--- src/rtl/fetch_stage.sv ---
// IF stage: PC register, direct-mapped BTB with 2-bit counters, IF/ID register. Fetch-to-ID latency 1 cycle.
// Backpressure: PC_stall holds the PC, IF_ID_stall holds IF/ID; a redirect beats PC_stall, a flush beats IF_ID_stall.
module fetch_stage #(
  parameter int                   PC_WIDTH    = 16,
  parameter int                   BTB_ENTRIES = 8,
  parameter logic [PC_WIDTH-1:0]  RESET_PC    = '0,
  parameter logic [15:0]          NOP_INSTR   = 16'h0000
) (
  input  logic                clk,
  input  logic                rst,
  input  logic                PC_stall,
  input  logic                IF_ID_stall,
  input  logic                IF_flush,
  input  logic                update_PC,
  input  logic [PC_WIDTH-1:0] actual_target,
  input  logic                ID_branch_valid,
  input  logic [PC_WIDTH-1:0] ID_PC,
  input  logic                ID_taken,
  input  logic [PC_WIDTH-1:0] ID_branch_target,
  input  logic [15:0]         imem_instr,
  output logic [PC_WIDTH-1:0] imem_addr,
  output logic [PC_WIDTH-1:0] IF_ID_PC,
  output logic [PC_WIDTH-1:0] IF_ID_PC_plus2,
  output logic [15:0]         IF_ID_instr,
  output logic                IF_ID_pred_taken,
  output logic [PC_WIDTH-1:0] IF_ID_pred_target
);

  localparam int IDX_W = $clog2(BTB_ENTRIES);
  localparam int TAG_W = PC_WIDTH - IDX_W - 1;
  localparam logic [PC_WIDTH-1:0] PC_INC = PC_WIDTH'(2);

  logic [PC_WIDTH-1:0] pc_q, pc_d;
  logic [PC_WIDTH-1:0] if_id_pc_q, if_id_pc_d;
  logic [PC_WIDTH-1:0] if_id_pc2_q, if_id_pc2_d;
  logic [15:0]         if_id_instr_q, if_id_instr_d;
  logic                if_id_pred_taken_q, if_id_pred_taken_d;
  logic [PC_WIDTH-1:0] if_id_pred_target_q, if_id_pred_target_d;

  logic                btb_valid_q  [BTB_ENTRIES];
  logic                btb_valid_d  [BTB_ENTRIES];
  logic [TAG_W-1:0]    btb_tag_q    [BTB_ENTRIES];
  logic [TAG_W-1:0]    btb_tag_d    [BTB_ENTRIES];
  logic [PC_WIDTH-1:0] btb_target_q [BTB_ENTRIES];
  logic [PC_WIDTH-1:0] btb_target_d [BTB_ENTRIES];
  logic [1:0]          btb_ctr_q    [BTB_ENTRIES];
  logic [1:0]          btb_ctr_d    [BTB_ENTRIES];

  logic [IDX_W-1:0]    fetch_idx, upd_idx;
  logic [TAG_W-1:0]    fetch_tag, upd_tag;
  logic                fetch_hit, upd_hit, pred_taken;
  logic [PC_WIDTH-1:0] pc_plus2, pred_next;
  logic                unused_id_pc_lsb;

  assign unused_id_pc_lsb = ID_PC[0];

  assign fetch_idx  = pc_q[IDX_W:1];
  assign fetch_tag  = pc_q[PC_WIDTH-1:IDX_W+1];
  assign upd_idx    = ID_PC[IDX_W:1];
  assign upd_tag    = ID_PC[PC_WIDTH-1:IDX_W+1];

  // Prediction reads the registered BTB, so a same-cycle update is not visible until next fetch.
  assign fetch_hit  = btb_valid_q[fetch_idx] && (btb_tag_q[fetch_idx] == fetch_tag);
  assign upd_hit    = btb_valid_q[upd_idx] && (btb_tag_q[upd_idx] == upd_tag);
  assign pred_taken = fetch_hit && btb_ctr_q[fetch_idx][1];
  assign pc_plus2   = pc_q + PC_INC;
  assign pred_next  = pred_taken ? btb_target_q[fetch_idx] : pc_plus2;

  always_comb begin
    pc_d = pc_q;
    if (update_PC) begin
      pc_d = actual_target;
    end else if (!PC_stall) begin
      pc_d = pred_next;
    end

    if_id_pc_d          = if_id_pc_q;
    if_id_pc2_d         = if_id_pc2_q;
    if_id_instr_d       = if_id_instr_q;
    if_id_pred_taken_d  = if_id_pred_taken_q;
    if_id_pred_target_d = if_id_pred_target_q;
    if (IF_flush) begin
      if_id_pc_d          = '0;
      if_id_pc2_d         = '0;
      if_id_instr_d       = NOP_INSTR;
      if_id_pred_taken_d  = 1'b0;
      if_id_pred_target_d = '0;
    end else if (!IF_ID_stall) begin
      if_id_pc_d          = pc_q;
      if_id_pc2_d         = pc_plus2;
      if_id_instr_d       = imem_instr;
      if_id_pred_taken_d  = pred_taken;
      if_id_pred_target_d = pred_next;
    end

    btb_valid_d  = btb_valid_q;
    btb_tag_d    = btb_tag_q;
    btb_target_d = btb_target_q;
    btb_ctr_d    = btb_ctr_q;
    if (ID_branch_valid) begin
      btb_target_d[upd_idx] = ID_branch_target;
      if (upd_hit) begin
        if (ID_taken) begin
          if (btb_ctr_q[upd_idx] != 2'b11) btb_ctr_d[upd_idx] = btb_ctr_q[upd_idx] + 2'b01;
        end else begin
          if (btb_ctr_q[upd_idx] != 2'b00) btb_ctr_d[upd_idx] = btb_ctr_q[upd_idx] - 2'b01;
        end
      end else begin
        btb_valid_d[upd_idx] = 1'b1;
        btb_tag_d[upd_idx]   = upd_tag;
        btb_ctr_d[upd_idx]   = ID_taken ? 2'b10 : 2'b01;
      end
    end
  end

  always_ff @(posedge clk) begin
    if (rst) begin
      pc_q                <= RESET_PC;
      if_id_pc_q          <= '0;
      if_id_pc2_q         <= '0;
      if_id_instr_q       <= NOP_INSTR;
      if_id_pred_taken_q  <= 1'b0;
      if_id_pred_target_q <= '0;
      for (int i = 0; i < BTB_ENTRIES; i++) begin
        btb_valid_q[i]  <= 1'b0;
        btb_tag_q[i]    <= '0;
        btb_target_q[i] <= '0;
        btb_ctr_q[i]    <= 2'b01;
      end
    end else begin
      pc_q                <= pc_d;
      if_id_pc_q          <= if_id_pc_d;
      if_id_pc2_q         <= if_id_pc2_d;
      if_id_instr_q       <= if_id_instr_d;
      if_id_pred_taken_q  <= if_id_pred_taken_d;
      if_id_pred_target_q <= if_id_pred_target_d;
      btb_valid_q         <= btb_valid_d;
      btb_tag_q           <= btb_tag_d;
      btb_target_q        <= btb_target_d;
      btb_ctr_q           <= btb_ctr_d;
    end
  end

  assign imem_addr         = pc_q;
  assign IF_ID_PC          = if_id_pc_q;
  assign IF_ID_PC_plus2    = if_id_pc2_q;
  assign IF_ID_instr       = if_id_instr_q;
  assign IF_ID_pred_taken  = if_id_pred_taken_q;
  assign IF_ID_pred_target = if_id_pred_target_q;

endmodule

--- config.mk ---
export PLATFORM = sky130hd
export DESIGN_NAME = fetch_stage
export DESIGN_NICKNAME = d
export VERILOG_FILES = /design/src/rtl/fetch_stage.sv
export SDC_FILE = /design/constraint.sdc
export NUM_CORES = 1
export LEC_CHECK = 0
export ABC_CLOCK_PERIOD_IN_PS = 5700
export CAP_MARGIN = 20
export CORE_UTILIZATION = 45
export DETAILED_ROUTE_END_ITERATION = 10
export PLACE_DENSITY = 0.7
export REMOVE_ABC_BUFFERS = 1
export SETUP_SLACK_MARGIN = 0.15
export SLEW_MARGIN = 10
export SYNTH_ARGS = -nofsm -noshare
export SYNTH_HDL_FRONTEND = slang
export SYNTH_SLANG_ARGS = --single-unit
--- constraint.sdc ---
create_clock -name clk -period 5.7 [get_ports clk]
set_input_delay 1.425 -clock clk [delete_from_list [all_inputs] [get_ports clk]]
set_output_delay 1.425 -clock clk [all_outputs]
set_load 0.005 [all_outputs]
==> Word level (Yosys, flattened, before mapping) <==
Index checks and enable logic that the tools add are counted.
{ "word_totals": {"register_bits": 329, "elab_cells": 104, "in_bits": 72, "out_inout_bits": 81} }
{ "op_classes": {"n_reduce_logical": 8, "n_lt_le_gt_ge": 3, "add_sub_neg": 3, "n_mux": 42, "n_eq_ne": 6, "n_bitwise": 4} }
{ "op_table": {"columns": ["op", "n"], "rows": [
  ["16-bit two-way mux", 10],
  ["128-bit bitwise mux", 1],
  ["96-bit bitwise mux", 1],
  ["12-bit binary-select mux with 3-bit select", 2],
  ["12-bit two-way mux", 5],
  ["16-bit binary-select mux with 3-bit select", 1],
  ["16-bit bitwise mux", 3],
  ["16-bit demux with 3-bit select", 1],
  ["12-bit demux with 3-bit select", 1],
  ["12-bit == test", 2],
  ["16-bit by 2-bit adder with 16-bit output (second input constant)", 1],
  ["2-bit binary-select mux with 3-bit select", 2],
  ["2-bit two-way mux", 6],
  ["4-bit greater-or-equal comparator (second input constant)", 2],
  ["3-bit inverter with 4-bit output", 2],
  ["8-bit OR", 1],
  ["1-bit binary-select mux with 3-bit select", 2],
  ["2-bit demux with 3-bit select", 1],
  ["3-bit by 2-bit inequality test with 1-bit output (second input constant)", 2],
  ["1-bit two-way mux", 5],
  ["1-bit logical AND", 4],
  ["4-bit by 1-bit < comparator with 1-bit output (second input constant)", 1],
  ["1-bit demux with 3-bit select", 1],
  ["3-bit AND reduction", 1],
  ["8 further kinds", 8]
]} }

==> Logic depth before layout (Yosys ltp) <==
{ "logic_depth": {"depth_word": 10, "mapped_depth": 17, "depth_no_buf": 12} }

==> Worst setup path before layout <==
No wires, ideal clock.
{ "synth_path": {"path_type": "input to register", "startpoint": "in ID_PC[3]", "endpoint": "reg btb_ctr_q[15] (netlist bit)", "setup_time_ns": 0.086, "arrival_ns": 4.452, "path_buffers": 5, "stages": 17, "slack_ns": 1.162, "t_required_ns": 5.614, "cell_sequence": "clkbuf_1 > buf_2 > buf_1 > buf_1 > mux2i_1 > nor2_1 > a31oi_1 > nor2_1 > a221oi_1 > inv_1 > ha_1 > nand2_1 > o21ai_0 > nand4_1 > clkbuf_1 > a21oi_1 > a211oi_1"} }
{ "synth_between": {"elab_chain_cells": 9, "word_cells_on_any_way": 31, "classes_between": "2 x add/sub; 2 x order compare; 4 x eq/ne; 18 x mux; 1 x bitwise; 4 x reduce/logical"} }
{ "synth_rtl": {"columns": ["item", "line", "source"], "rows": [
  ["from (decl)", "17", "input logic [PC_WIDTH-1:0] ID_PC,"],
  ["3-bit inverter with 4-bit output (*)", null, null],
  ["2-bit binary-select mux with 3-bit select (tied with other cells)", "104, 106", null],
  ["2-bit two-way mux (not written as such) / 1-bit logical AND (equally long branches)", "104, 106, 111", null],
  ["2-bit two-way mux, on equally long branches", "104, 106, 111", null],
  ["2-bit by 1-bit subtractor with 2-bit output (tied with other cells)", "106", "if (btb_ctr_q[upd_idx] != 2'b00) btb_ctr_d[upd_idx] = btb_ctr_q[upd_idx] - 2'b01;"],
  ["16-bit bitwise mux, on equally long branches", "106, 104", null],
  ["16-bit two-way mux, on equally long branches", "106, 104", null],
  ["16-bit two-way mux", "103", "if (ID_taken) begin"],
  ["16-bit two-way mux", "102", "if (upd_hit) begin"],
  ["to (signal assigned)", "140", "btb_ctr_q <= btb_ctr_d;"],
  ["to (decl)", "46", "logic [1:0] btb_ctr_q [BTB_ENTRIES];"]
]} }
Mark *: on every way between the ends. The rest lies on a longest branch, timed or not. The select of a mux whose other input is x is not followed.
A chain may end at the register's enable or synchronous reset.

==> Worst setup path after layout <==
{ "layout_path": {"startpoint": "in ID_PC[1]", "endpoint": "reg btb_tag_q[55] (netlist bit)"} }
{ "layout_between": {"elab_chain_cells": 8, "word_cells_on_any_way": 17, "classes_between": "2 x order compare; 1 x eq/ne; 9 x mux; 2 x bitwise; 3 x reduce/logical"} }
{ "layout_rtl": {"columns": ["item", "line", "source"], "rows": [
  ["3-bit inverter with 4-bit output (not written as such) (*)", "64, 110", null],
  ["12-bit binary-select mux with 3-bit select", "64", "assign upd_hit = btb_valid_q[upd_idx] && (btb_tag_q[upd_idx] == upd_tag);"],
  ["12-bit two-way mux (not written as such) (2 in series)", "64", null],
  ["12-bit == test", "64", null],
  ["1-bit logical AND", "64", null],
  ["1-bit inverter (no source line)", null, null],
  ["2-bit AND reduction (no source line)", null, null],
  ["to (signal assigned)", "138", "btb_tag_q <= btb_tag_d;"],
  ["to (decl)", "42", "logic [TAG_W-1:0] btb_tag_q [BTB_ENTRIES];"]
]} }
Marked as above.

==> flow_results.xml <==
<?xml version="1.0" encoding="UTF-8"?>
<metrics>
  <group name="status">
    <metric name="run_status" unit="">complete, no violations</metric>
  </group>
  <group name="job">
    <metric name="max_cap_viol_count" unit="">0</metric>
  </group>
  <group name="layout">
    <metric name="fin_nets" unit="">1941</metric>
    <metric name="area_growth" unit="%">17.3</metric>
    <metric name="layout.cells.most_common_list" unit="">sky130_fd_sc_hd__nand2_1 (431), sky130_fd_sc_hd__dfxtp_1 (325), sky130_fd_sc_hd__a21oi_1 (268)</metric>
    <metric name="utilization" unit="%">53.7</metric>
    <metric name="final_design_area_no_fill" unit="um^2">18000</metric>
    <metric name="drive_gt1_share" unit="%">9.31</metric>
    <metric name="most_frequent_standard_cell_in_the_layout_excluding_fill_and_tap_cells" unit="">sky130_fd_sc_hd__nand2_1</metric>
    <metric name="final.fill_count" unit="">3066</metric>
  </group>
  <group name="critical_path">
    <metric name="worstSetupPathType" unit="">input port to flop</metric>
    <metric name="crit_chain" unit="">clkdlybuf4s50_1 -&gt; buf_4 -&gt; mux4_2 -&gt; mux2i_1 -&gt; xor2_1 -&gt; nor2b_1 -&gt; and4b_1 -&gt; nand3_4 -&gt; nand2_1 -&gt; nand2_1 -&gt; a21oi_1</metric>
    <metric name="critical_path_buf_inv_count" unit="">2</metric>
    <metric name="slowest_stage_cell_on_the_critical_path" unit="">sky130_fd_sc_hd__nand2_1</metric>
    <metric name="worstRegToRegCells" unit="">9</metric>
    <metric name="worstPathRequired" unit="ps">6140</metric>
    <metric name="critPathLaunchType" unit="">input port</metric>
    <metric name="worst-endpoint-arrival" unit="ps">5150</metric>
    <metric name="crit-reg2reg-launch" unit="">imem_addr[3]</metric>
    <metric name="crit_path_start" unit="">ID_PC[1]</metric>
    <metric name="cp-end-kind" unit="">flop</metric>
    <metric name="worst-path-stages" unit="">11</metric>
    <metric name="timing.critical_path.mode_cell" unit="">sky130_fd_sc_hd__nand2_1</metric>
    <metric name="cp_max_fo" unit="">33</metric>
    <metric name="critPathMaxStageDelay" unit="ps">760</metric>
    <metric name="cp_top_family" unit="">simple AND/OR/NAND/NOR gates</metric>
  </group>
  <group name="detailed_routing">
    <metric name="post_drt_wl_per_cell" unit="um">19.4</metric>
    <metric name="post-route-drc-count" unit="">0</metric>
    <metric name="routed_wl" unit="mm">45.4</metric>
    <metric name="final_antenna_net_count" unit="">0</metric>
    <metric name="drt_iter0_drc" unit="">1301</metric>
    <metric name="detailroute.via_count" unit="">13400</metric>
    <metric name="drt_first_pass_iters" unit="">5</metric>
    <metric name="avgViaCountPerCell" unit="">5.73</metric>
  </group>
  <group name="clocking">
    <metric name="cts-root-buf" unit="">sky130_fd_sc_hd__clkbuf_16</metric>
    <metric name="clk_path_buf_depth" unit="">3</metric>
    <metric name="cts_max_level" unit="">2</metric>
    <metric name="clk-insertion-delay-late" unit="ps">520</metric>
    <metric name="cts_inserted_buffers" unit="">35</metric>
    <metric name="cts.reportedPaths.clkPinSlew" unit="ps">60</metric>
    <metric name="cts_repair_resize_count" unit="">0</metric>
    <metric name="postCtsSetupBuffers" unit="">0</metric>
    <metric name="holdBufCountCts" unit="">0</metric>
    <metric name="cts_num_sinks" unit="">328</metric>
    <metric name="cts_tree" unit="">yes</metric>
  </group>
  <group name="synth">
    <metric name="post_synth_inst_count" unit="">1824</metric>
    <metric name="count_of_flip_flops_with_a_built_in_enable_after_synthesis" unit="">0</metric>
    <metric name="synth-main-ff-cell" unit="">sky130_fd_sc_hd__dfxtp_1</metric>
    <metric name="async_flop_share" unit="%">0</metric>
    <metric name="synth.yosys.seq_area_share" unit="%">42.8</metric>
    <metric name="netlist.area_leader.share" unit="%">42.8</metric>
    <metric name="synth.cell_area" unit="um^2">15300</metric>
    <metric name="netlist_top_cells_area" unit="">sky130_fd_sc_hd__dfxtp_1 (43%), sky130_fd_sc_hd__nand2_1 (11%), sky130_fd_sc_hd__mux4_2 (9.1%), sky130_fd_sc_hd__a21oi_1 (8.7%), sky130_fd_sc_hd__mux2i_1 (6.3%)</metric>
    <metric name="ys_seq_elements" unit="">328</metric>
    <metric name="yosysTopAreaCell" unit="">sky130_fd_sc_hd__dfxtp_1</metric>
    <metric name="synth_warnings" unit="">0</metric>
    <metric name="netlist-cell-type-count" unit="">53</metric>
    <metric name="syn_avg_cell_area" unit="um^2">8.42</metric>
  </group>
  <group name="sta">
    <metric name="achievable-frequency" unit="GHz">0.212</metric>
    <metric name="final_critical_period" unit="ps">4710</metric>
    <metric name="timing.final.hold_violations" unit="">0</metric>
    <metric name="setup_repair_after_global_routing_missed_its_margin" unit="">false</metric>
    <metric name="max_slew.worst_pin.slew" unit="ps">1070</metric>
    <metric name="fin_hold_ws" unit="ps">453</metric>
    <metric name="period_share" unit="%">82.6</metric>
    <metric name="max_slew_margin" unit="%">28.8</metric>
    <metric name="finClkSkew" unit="ps">16.7</metric>
    <metric name="drv_slew" unit="">0</metric>
    <metric name="setup_violations" unit="">0</metric>
  </group>
  <group name="power_and_ir_drop">
    <metric name="post-layout-total-power" unit="mW">5.16</metric>
    <metric name="power_density" unit="nW/um^2">286</metric>
    <metric name="ir_drop_worst_vdd" unit="uV">213</metric>
    <metric name="cellLeakagePower" unit="nW">6.19</metric>
  </group>
  <group name="hold_path">
    <metric name="classification_of_the_worst_slack_hold_path" unit="">flop to flop</metric>
    <metric name="min_path_cells" unit="">2</metric>
    <metric name="worst_hold_startpoint" unit="">btb_target_q[89]</metric>
  </group>
  <group name="placed_design">
    <metric name="globalplace.congestion" unit="">0.836</metric>
    <metric name="placement.cell_area" unit="um^2">16900</metric>
    <metric name="detailedPlacementHpwl" unit="mm">27.9</metric>
    <metric name="place.port_buffers" unit="">151</metric>
  </group>
  <group name="global_route">
    <metric name="first_global_vias" unit="">13000</metric>
    <metric name="grt_max_degree" unit="">104</metric>
    <metric name="antenna_found_initial" unit="">2</metric>
    <metric name="global_route.usage.total" unit="%">25.7</metric>
    <metric name="grt.overflow.total" unit="">0</metric>
    <metric name="first_pass_grt_wire_length" unit="mm">71.8</metric>
  </group>
  <group name="floorplanning">
    <metric name="initial_utilization" unit="%">45.8</metric>
    <metric name="pin_count" unit="">153</metric>
    <metric name="die_width" unit="um">187</metric>
    <metric name="die_footprint" unit="um^2">34900</metric>
    <metric name="number_of_rows_in_the_core_area" unit="">67</metric>
    <metric name="dieHeight" unit="um">187</metric>
    <metric name="core_area" unit="um^2">33500</metric>
  </group>
</metrics>
[cell type report]
cell class	instances	area, um^2	share of cell area (%)
diodes	2	5.00	0.0278
clock buffers	54	1040	5.76
clock inverters	7	47.5	0.264
inverters	15	56.3	0.313
flip-flops and latches	328	6580	36.5
repair buffers	177	1700	9.42
well taps	448	561	3.11
multi-input cells	1309	8020	44.6
[routing by layer]
layer / global-route usage, % / up-vias / part of all wire [%]
met5: 0 / - / 0
met4: 10.1 / 0 / 3.2
met3: 4.46 / 103 / 8.3
met2: 41.1 / 584 / 46
met1: 34.4 / 6388 / 42
li1: - / 6339 / -
[final timing paths]
kind | end | slack [ps]
worst min-delay path | btb_target_q[89] | 450
worst max-delay path | btb_tag_q[55] | 990
worst max register to register | imem_addr[1] | 1730
worst min register to register | btb_target_q[89] | 450
[synth_stat cells, types with 2 or more instances]
| cell | count |
|---|---|
| sky130_fd_sc_hd__xor2_1 | 17 |
| sky130_fd_sc_hd__nor2_1 | 128 |
| sky130_fd_sc_hd__inv_2 | 3 |
| sky130_fd_sc_hd__a21oi_1 | 268 |
| sky130_fd_sc_hd__nand4_1 | 5 |
| sky130_fd_sc_hd__a221oi_1 | 18 |
| sky130_fd_sc_hd__o21a_1 | 11 |
| sky130_fd_sc_hd__dfxtp_1 | 328 |
| sky130_fd_sc_hd__nand3_1 | 112 |
| sky130_fd_sc_hd__buf_6 | 3 |
| sky130_fd_sc_hd__and2_1 | 2 |
| sky130_fd_sc_hd__o211a_1 | 2 |
| sky130_fd_sc_hd__a211oi_1 | 10 |
| sky130_fd_sc_hd__nor2b_1 | 7 |
| sky130_fd_sc_hd__nand2b_1 | 19 |
| sky130_fd_sc_hd__clkbuf_2 | 16 |
| sky130_fd_sc_hd__buf_2 | 27 |
| sky130_fd_sc_hd__a22oi_1 | 3 |
| sky130_fd_sc_hd__buf_1 | 20 |
| sky130_fd_sc_hd__nand2_1 | 431 |
| sky130_fd_sc_hd__buf_4 | 5 |
| sky130_fd_sc_hd__mux2i_1 | 96 |
| sky130_fd_sc_hd__inv_1 | 11 |
| sky130_fd_sc_hd__mux2_2 | 15 |
| sky130_fd_sc_hd__mux4_2 | 62 |
| sky130_fd_sc_hd__o22ai_1 | 11 |
| sky130_fd_sc_hd__a21o_1 | 3 |
| sky130_fd_sc_hd__o2bb2ai_1 | 3 |
| sky130_fd_sc_hd__xnor2_1 | 19 |
| sky130_fd_sc_hd__o21ai_0 | 18 |
| sky130_fd_sc_hd__nor3b_1 | 2 |
| sky130_fd_sc_hd__ha_1 | 3 |
| sky130_fd_sc_hd__nor3_1 | 7 |
| sky130_fd_sc_hd__a31oi_1 | 5 |
| sky130_fd_sc_hd__clkbuf_1 | 101 |
| sky130_fd_sc_hd__and3_1 | 16 |
[report_power, final]
| group | leakage [nW] | switching (mW) | internal [mW] |
|---|---|---|---|
| sequential | 2.66 | 0.0771 | 2.35 |
| combinational | 2.99 | 0.305 | 0.234 |
| clock | 0.534 | 0.934 | 1.26 |
| total | 6.19 | 1.32 | 3.84 |
[cells by family (layout without fill, tap and decap cells)]
kind of cell / after synthesis / count (layout) / synth area share [%]
other: 0 / 2 / 0
DFF: 328 / 328 / 42.8
muxes: 173 / 173 / 16.5
buffers and inverters: 187 / 253 / 5.19
and+or+nand+nor: 737 / 737 / 20.2
adders and majority gates: 3 / 3 / 0.245
AOI/OAI and AO/OA: 360 / 360 / 13.1
xor gates and xnor gates: 36 / 36 / 2.05
[flip-flops by register name, indices dropped and copies added, names as in the netlist]
register / flops
imem_addr: 16
btb_target_q: 128
IF_ID_pred_taken: 1
IF_ID_instr: 16
btb_ctr_q: 16
IF_ID_PC: 16
IF_ID_PC_plus2: 15
btb_valid_q: 8
IF_ID_pred_target: 16
btb_tag_q: 96
[worst register-to-register path, cell delays in order (launching register included)]
cell and delay [ps]:
sky130_fd_sc_hd__dfxtp_2 1030, sky130_fd_sc_hd__mux4_2 630, sky130_fd_sc_hd__mux2i_1 310, sky130_fd_sc_hd__xor2_1 170, sky130_fd_sc_hd__nand4_1 210, sky130_fd_sc_hd__nor4_4 310, sky130_fd_sc_hd__buf_4 330, sky130_fd_sc_hd__mux2i_1 300
sky130_fd_sc_hd__nand2b_1 80, sky130_fd_sc_hd__a221oi_1 430
[metrics by stage]
step / cells / setup slack [ps] / setup TNS (ps)
floorplan: 1652 / -77.5 / -5190
detailed placement: 2277 / 559 / 0
global route: 2339 / 813 / 0
CTS: 2338 / 1070 / 0
finish: 2340 / 994 / 0
global placement: 2277 / 661 / 0
Note: power is estimated with default switching activity, not from simulation.
==> RTL change 1, RTL diff (config.mk and constraints unchanged) <==
Change the parameter `PC_WIDTH` from 16 to 12.
--- a/src/rtl/fetch_stage.sv
+++ b/src/rtl/fetch_stage.sv
@@ -3,3 +3,3 @@
 module fetch_stage #(
-  parameter int                   PC_WIDTH    = 16,
+  parameter int                   PC_WIDTH    = 12,
   parameter int                   BTB_ENTRIES = 8,
Interface: changed (7 resized); port bits go from 153 to 125. The function was not compared with the original's and may differ.
==> RTL change 1 against the original RTL <==
Setup slack improved by 350 ps. Design area fell by 23%. Synthesized cell count fell by 30%. Core utilization grew 1.1 points. Sequential cell count down 80. Die area fell by 24%. Power shrank 22%. Register-to-register slack better by 510 ps. Sequential share of layout area down 0.60 points. Hold slack hardly changed. Synthesized area down 24%. Wire length fell by 30%. First-iteration DRC count is 47% lower. Critical path type unchanged.
==> RTL change 1: results (changes against the original RTL) <==
| Metric | Value |
|---|---|
| Outcome | completed |
| GR Util met1 | 0.313 (-0.0306) |
| Post-synthesis register bit count | 248 (-24%) |
| List of most frequent post-synthesis cells | dfxtp_1, nand2_1, nor2_1, mux2i_1, a21oi_1 |
| Clock buffer count in the final layout | 36 (-33%) |
| Multi-input gate area | 5990 sq um (-25%) |
| Final Wtd Congestion | 0.815 (-2.5%) |
| Buffers excl. clock | 156 (-12%) |
| CP endpoint | btb_ctr_q[5]$_SDFFE_PP0P_ |
| CP max FO | 18 (-45%) |
| I/O Buffers | 123 (-19%) |
| Nets@finish | 1,407 (-28%) |
| Met3 Track Usage GR | 0.0339 (-0.0107) |
| Clock Skew | 21.8 ps (+5.05 ps) |
| Reg-to-Reg Start | imem_addr[1]$_SDFFE_PP0P_ |
| GRT Total Usage | 0.241 (-0.0154) |
| Fraction of layout cells with a size suffix above 1 | 0.0990 (+0.00592) |
| Lkg Pwr | 0.00494 uW (-20%) |
| Max stage delay on crit path | 910 ps (+150 ps) |
| NonClk Buf Share | 0.107 (+0.0125) |
| Hold Worst Slack | 453 ps (-0.133 ps) |
| Reg2reg setup slack | 2240 ps (+510 ps) |
| Drt total wl | 32.0 mm (-30%) |
| Total CTS buffers | 27 (-23%) |
| H-tree depth | 1 (-1) |
| ClkCell Share | 0.0638 (+0.00351) |
| Multi-input gates | 884 (-32%) |
| Antenna cells | 1 (-1) |
| First DRT Iteration DRCs | 689 (-47%) |
| Final period utilization | 0.765 (-0.0611) |
| Top flop regs | btb_target_q x96, btb_tag_q x64 |
| Skew-Pair Late Insertion Delay | 550 ps (+30 ps) |
| Critical path's slowest cell | clkdlybuf4s50_1 |
| Non-clk invs | 27 (+12) |
| Hold Crit Start | btb_target_q[38]$_SDFFE_PP0P_ |
| Peak supply drop | 0.000214 V (+0.47%) |
| R2r endpoint | imem_addr[10]$_SDFFE_PP0P_ |
| Via Count | 9,486 (-29%) |
| Post-synthesis cell count | 1,272 (-30%) |
| Pin count of the biggest net entering global routing | 117 (+13%) |
| Drt wl/cell | 18.9 microns (-2.8%) |
| Area contributors post-synth | dfxtp_1, mux2i_1, mux4_2 |
| Crit-path leading delay family | buffers and inverters |
| Fillers | 2,286 (-25%) |
| Pre-CTS WS | 881 ps (+322 ps) |
| Detailed placement HPWL | 20.4 mm (-27%) |
| Storage element area | 4970 sq um (-24%) |
| DR WL met3 | 1.87 mm (-50%) |
| Synth unique cells | 60 (+13%) |
| Die W | 163 microns (-13%) |
| Synth-to-Final Area Change | 18.8% |
| Placed insts | 1,645 (-28%) |
| Initial antenna violation count | 1 (-1) |
| Placed cell areas | 12,900 sq um (-23%) |
| Hold EP | btb_target_q[38]$_SDFFE_PP0P_ |
| CP Launch Point | ID_PC[3] |
| CP arrival | 4720 ps (-430 ps) |
| Vias in the first global route | 9,274 (-29%) |
RTL change 1: cell count changes after synthesis, moves of 16 or more:
cell / unedited run / this run
mux4_2: 62 / 42
a21oi_1: 268 / 134
mux2i_1: 96 / 154
buf_1: 20 / 4
nand3_1: 112 / 15
nand2_1: 431 / 213
clkbuf_1: 101 / 53
dfxtp_1: 328 / 248
nor2_1: 128 / 158
RTL change 1: power breakdown:
part | internal [uW] | total [uW] | switching [uW] | leakage [uW]
Combinational | 188 | 406 | 218 | 0.00249
Clock | 1040 | 1760 | 718 | 0.000440
Sequential | 1780 | 1840 | 56.1 | 0.00201
Total | 3010 | 4000 | 992 | 0.00494
RTL change 1: cell families (layout without fill, tap and decap cells):
logic type                 count (synthesis)  after routing  synth area share
other                                      0              1                 0
AOI/OAI and AO/OA                        219            219             0.115
buffers and inverters                    140            231            0.0596
muxes                                    204            204             0.224
xor gates and xnor gates                  20             20            0.0150
adders and majority gates                  3              3           0.00322
DFF                                      248            248             0.426
and+or+nand+nor                          438            438             0.157
==> RTL change 2, RTL diff (same settings) <==
Made on the original files. Reset style: asynchronous (`rst`), changed in one clocked block.
--- a/src/rtl/fetch_stage.sv
+++ b/src/rtl/fetch_stage.sv
@@ -115,3 +115,3 @@
 
-  always_ff @(posedge clk) begin
+  always_ff @(posedge clk or posedge rst) begin
     if (rst) begin
Formal check against the unedited RTL: differs if rst is asserted again (counterexample within 4 cycles, from zero or initial values and one cycle with rst high); with rst held inactive, the same outputs for 4 cycles.
==> RTL change 2 against the original RTL <==
The flow now finishes with violations (DRC). Setup slack better by 75 ps. Clock skew grew 3.4 ps. Sequential share of layout area increased by 5.6 points. Sequential cell count is the same. Synthesized area grew 7.4%. Design area up 8.5%. Count of clock-buffer cells in the layout down 1. Wire length down 6.7%. Largest cell class is now sequential cells.
Power is not compared: it rests on default switching activity, and its combinational part moved more than twofold at a synthesized area within 25%.
==> RTL change 2: results (changes against the original RTL) <==
| Metric | Value |
|---|---|
| Via Count | 11,200 (-16%) |
| GRT Total Usage | 0.232 (-0.0247) |
| Fraction of layout cells with a size suffix above 1 | 0.289 (+0.196) |
| Drt wl/cell | 22.1 microns (+14%) |
| Initial antenna violation count | 3 (+1) |
| CP arrival | 5030 ps (-120 ps) |
| Storage element area | 8220 sq um (+25%) |
| Max stage delay on crit path | 790 ps (+30 ps) |
| Met3 Track Usage GR | 0.0305 (-0.0141) |
| Placed cell areas | 18,400 sq um (+8.5%) |
| Longest Clk Path Bufs | 3 (unchanged) |
| Pre-CTS WS | 541 ps (-17.7 ps) |
| Fillers | 2,954 (-3.7%) |
| List of most frequent post-synthesis cells | dfrtp_1, mux2_2, nand2_1, mux2i_1, a21oi_1 |
| Vias in the first global route | 11,700 (-10%) |
| Placed insts | 1,857 (-18%) |
| Clock Skew | 20.1 ps (+3.42 ps) |
| Pin count of the biggest net entering global routing | 128 (+23%) |
| DRT Pass-1 Iters | 9 (+4) |
| Final Wtd Congestion | 0.802 (-4.1%) |
| DR vias/cell | 5.86 (+2.2%) |
| Nets@finish | 1,510 (-22%) |
| Failing checks | DRC |
| Area contributors post-synth | dfrtp_1, mux2_2, mux4_2 |
| DRC violations left | 12 (+12) |
| Met2 usage | 0.383 (-0.0287) |
| Outcome | finished, violations left |
| Global-route wire length before repair | 68.2 mm (-5.1%) |
| Critical path's slowest cell | nor2_2 |
| Total CTS buffers | 37 (+5.7%) |
| Asr flop ratio synth | 1.00 (+1.00) |
| Post-synthesis sequential area ratio | 0.499 (+0.0707) |
| H-tree depth | 2 (unchanged) |
| Rel. slew slack | 0.319 (+0.0316) |
| Synth unique cells | 60 (+13%) |
| GR Util met1 | 0.321 (-0.0232) |
| Post-synthesis cell count | 1,309 (-28%) |
| CP max FO | 13 (-61%) |
RTL change 2: worst register-to-register path, stage by stage (launching register included):
cell and delay [ps]:
dfrtp_2 700, mux4_2 580, mux2i_1 320, xor2_1 320, o2111ai_2 390, nor3b_4 800
a21oi_1 200, or3_1 420, a21oi_1 160
RTL change 2: worst paths after layout:
| check | start | end | slack [ps] | cells after the start |
|---|---|---|---|---|
| worst max-delay path | ID_PC[1] | btb_tag_q[94]$_DFFE_PP0P_ | 1070 | 12 |
| worst min-delay path | btb_ctr_q[4]$_DFFE_PP1P_ | btb_ctr_q[4]$_DFFE_PP1P_ | 460 | 2 |
| worst max register to register | imem_addr[2]$_DFFE_PP0P_ | IF_ID_pred_target[9]$_DFFE_PP0P_ | 1730 | 8 |
| max in group asynchronous | rst | IF_ID_instr[6]$_DFFE_PP0P_ | 3130 | 3 |
| min in group asynchronous | rst | btb_target_q[18]$_DFFE_PP0P_ | 1490 | 2 |
| worst min register to register | btb_ctr_q[4]$_DFFE_PP1P_ | btb_ctr_q[4]$_DFFE_PP1P_ | 460 | 2 |
RTL change 2: through the flow:
step	hold WS [ps]	TNS (ps)
floorplan	440	-1551880
global placement	452	0
detailed placement	457	0
CTS	466	0
global route	487	0
finish	464	0
RTL change 2: routing by layer:
metal	wire (microns)	part of all wire
met2	20700	0.49
met5	13	0.00031
met4	973	0.023
met1	18700	0.44
met3	2050	0.048
RTL change 2: logic make-up after synthesis:
family,synth area share
flip-flops,0.499
adder cells (fa/ha/maj),0.00228
XOR/XNOR,0.0149
buffers and inverters,0.0392
multiplexers,0.296
AO/OA/AOI/OAI,0.0720
AND/OR/NAND/NOR,0.0770
RTL change 2: final cells by class:
type,instances,area share
Clock buffer,53,0.0552
Inverter,24,0.00500
Clock inverter,7,0.00468
Sequential cell,328,0.421
Tap cell,461,0.0295
Timing Repair Buffer,190,0.0934
Antenna cell,2,0.000256
Multi-Input combinational cell,854,0.391
RTL change 2: report_power, final:
part	leakage [uW]	internal, uW	switching, uW
Sequential	0.00397	2760	286
Combinational	0.00379	835	681
Clock	0.000572	1400	927
Total	0.00834	4990	1890
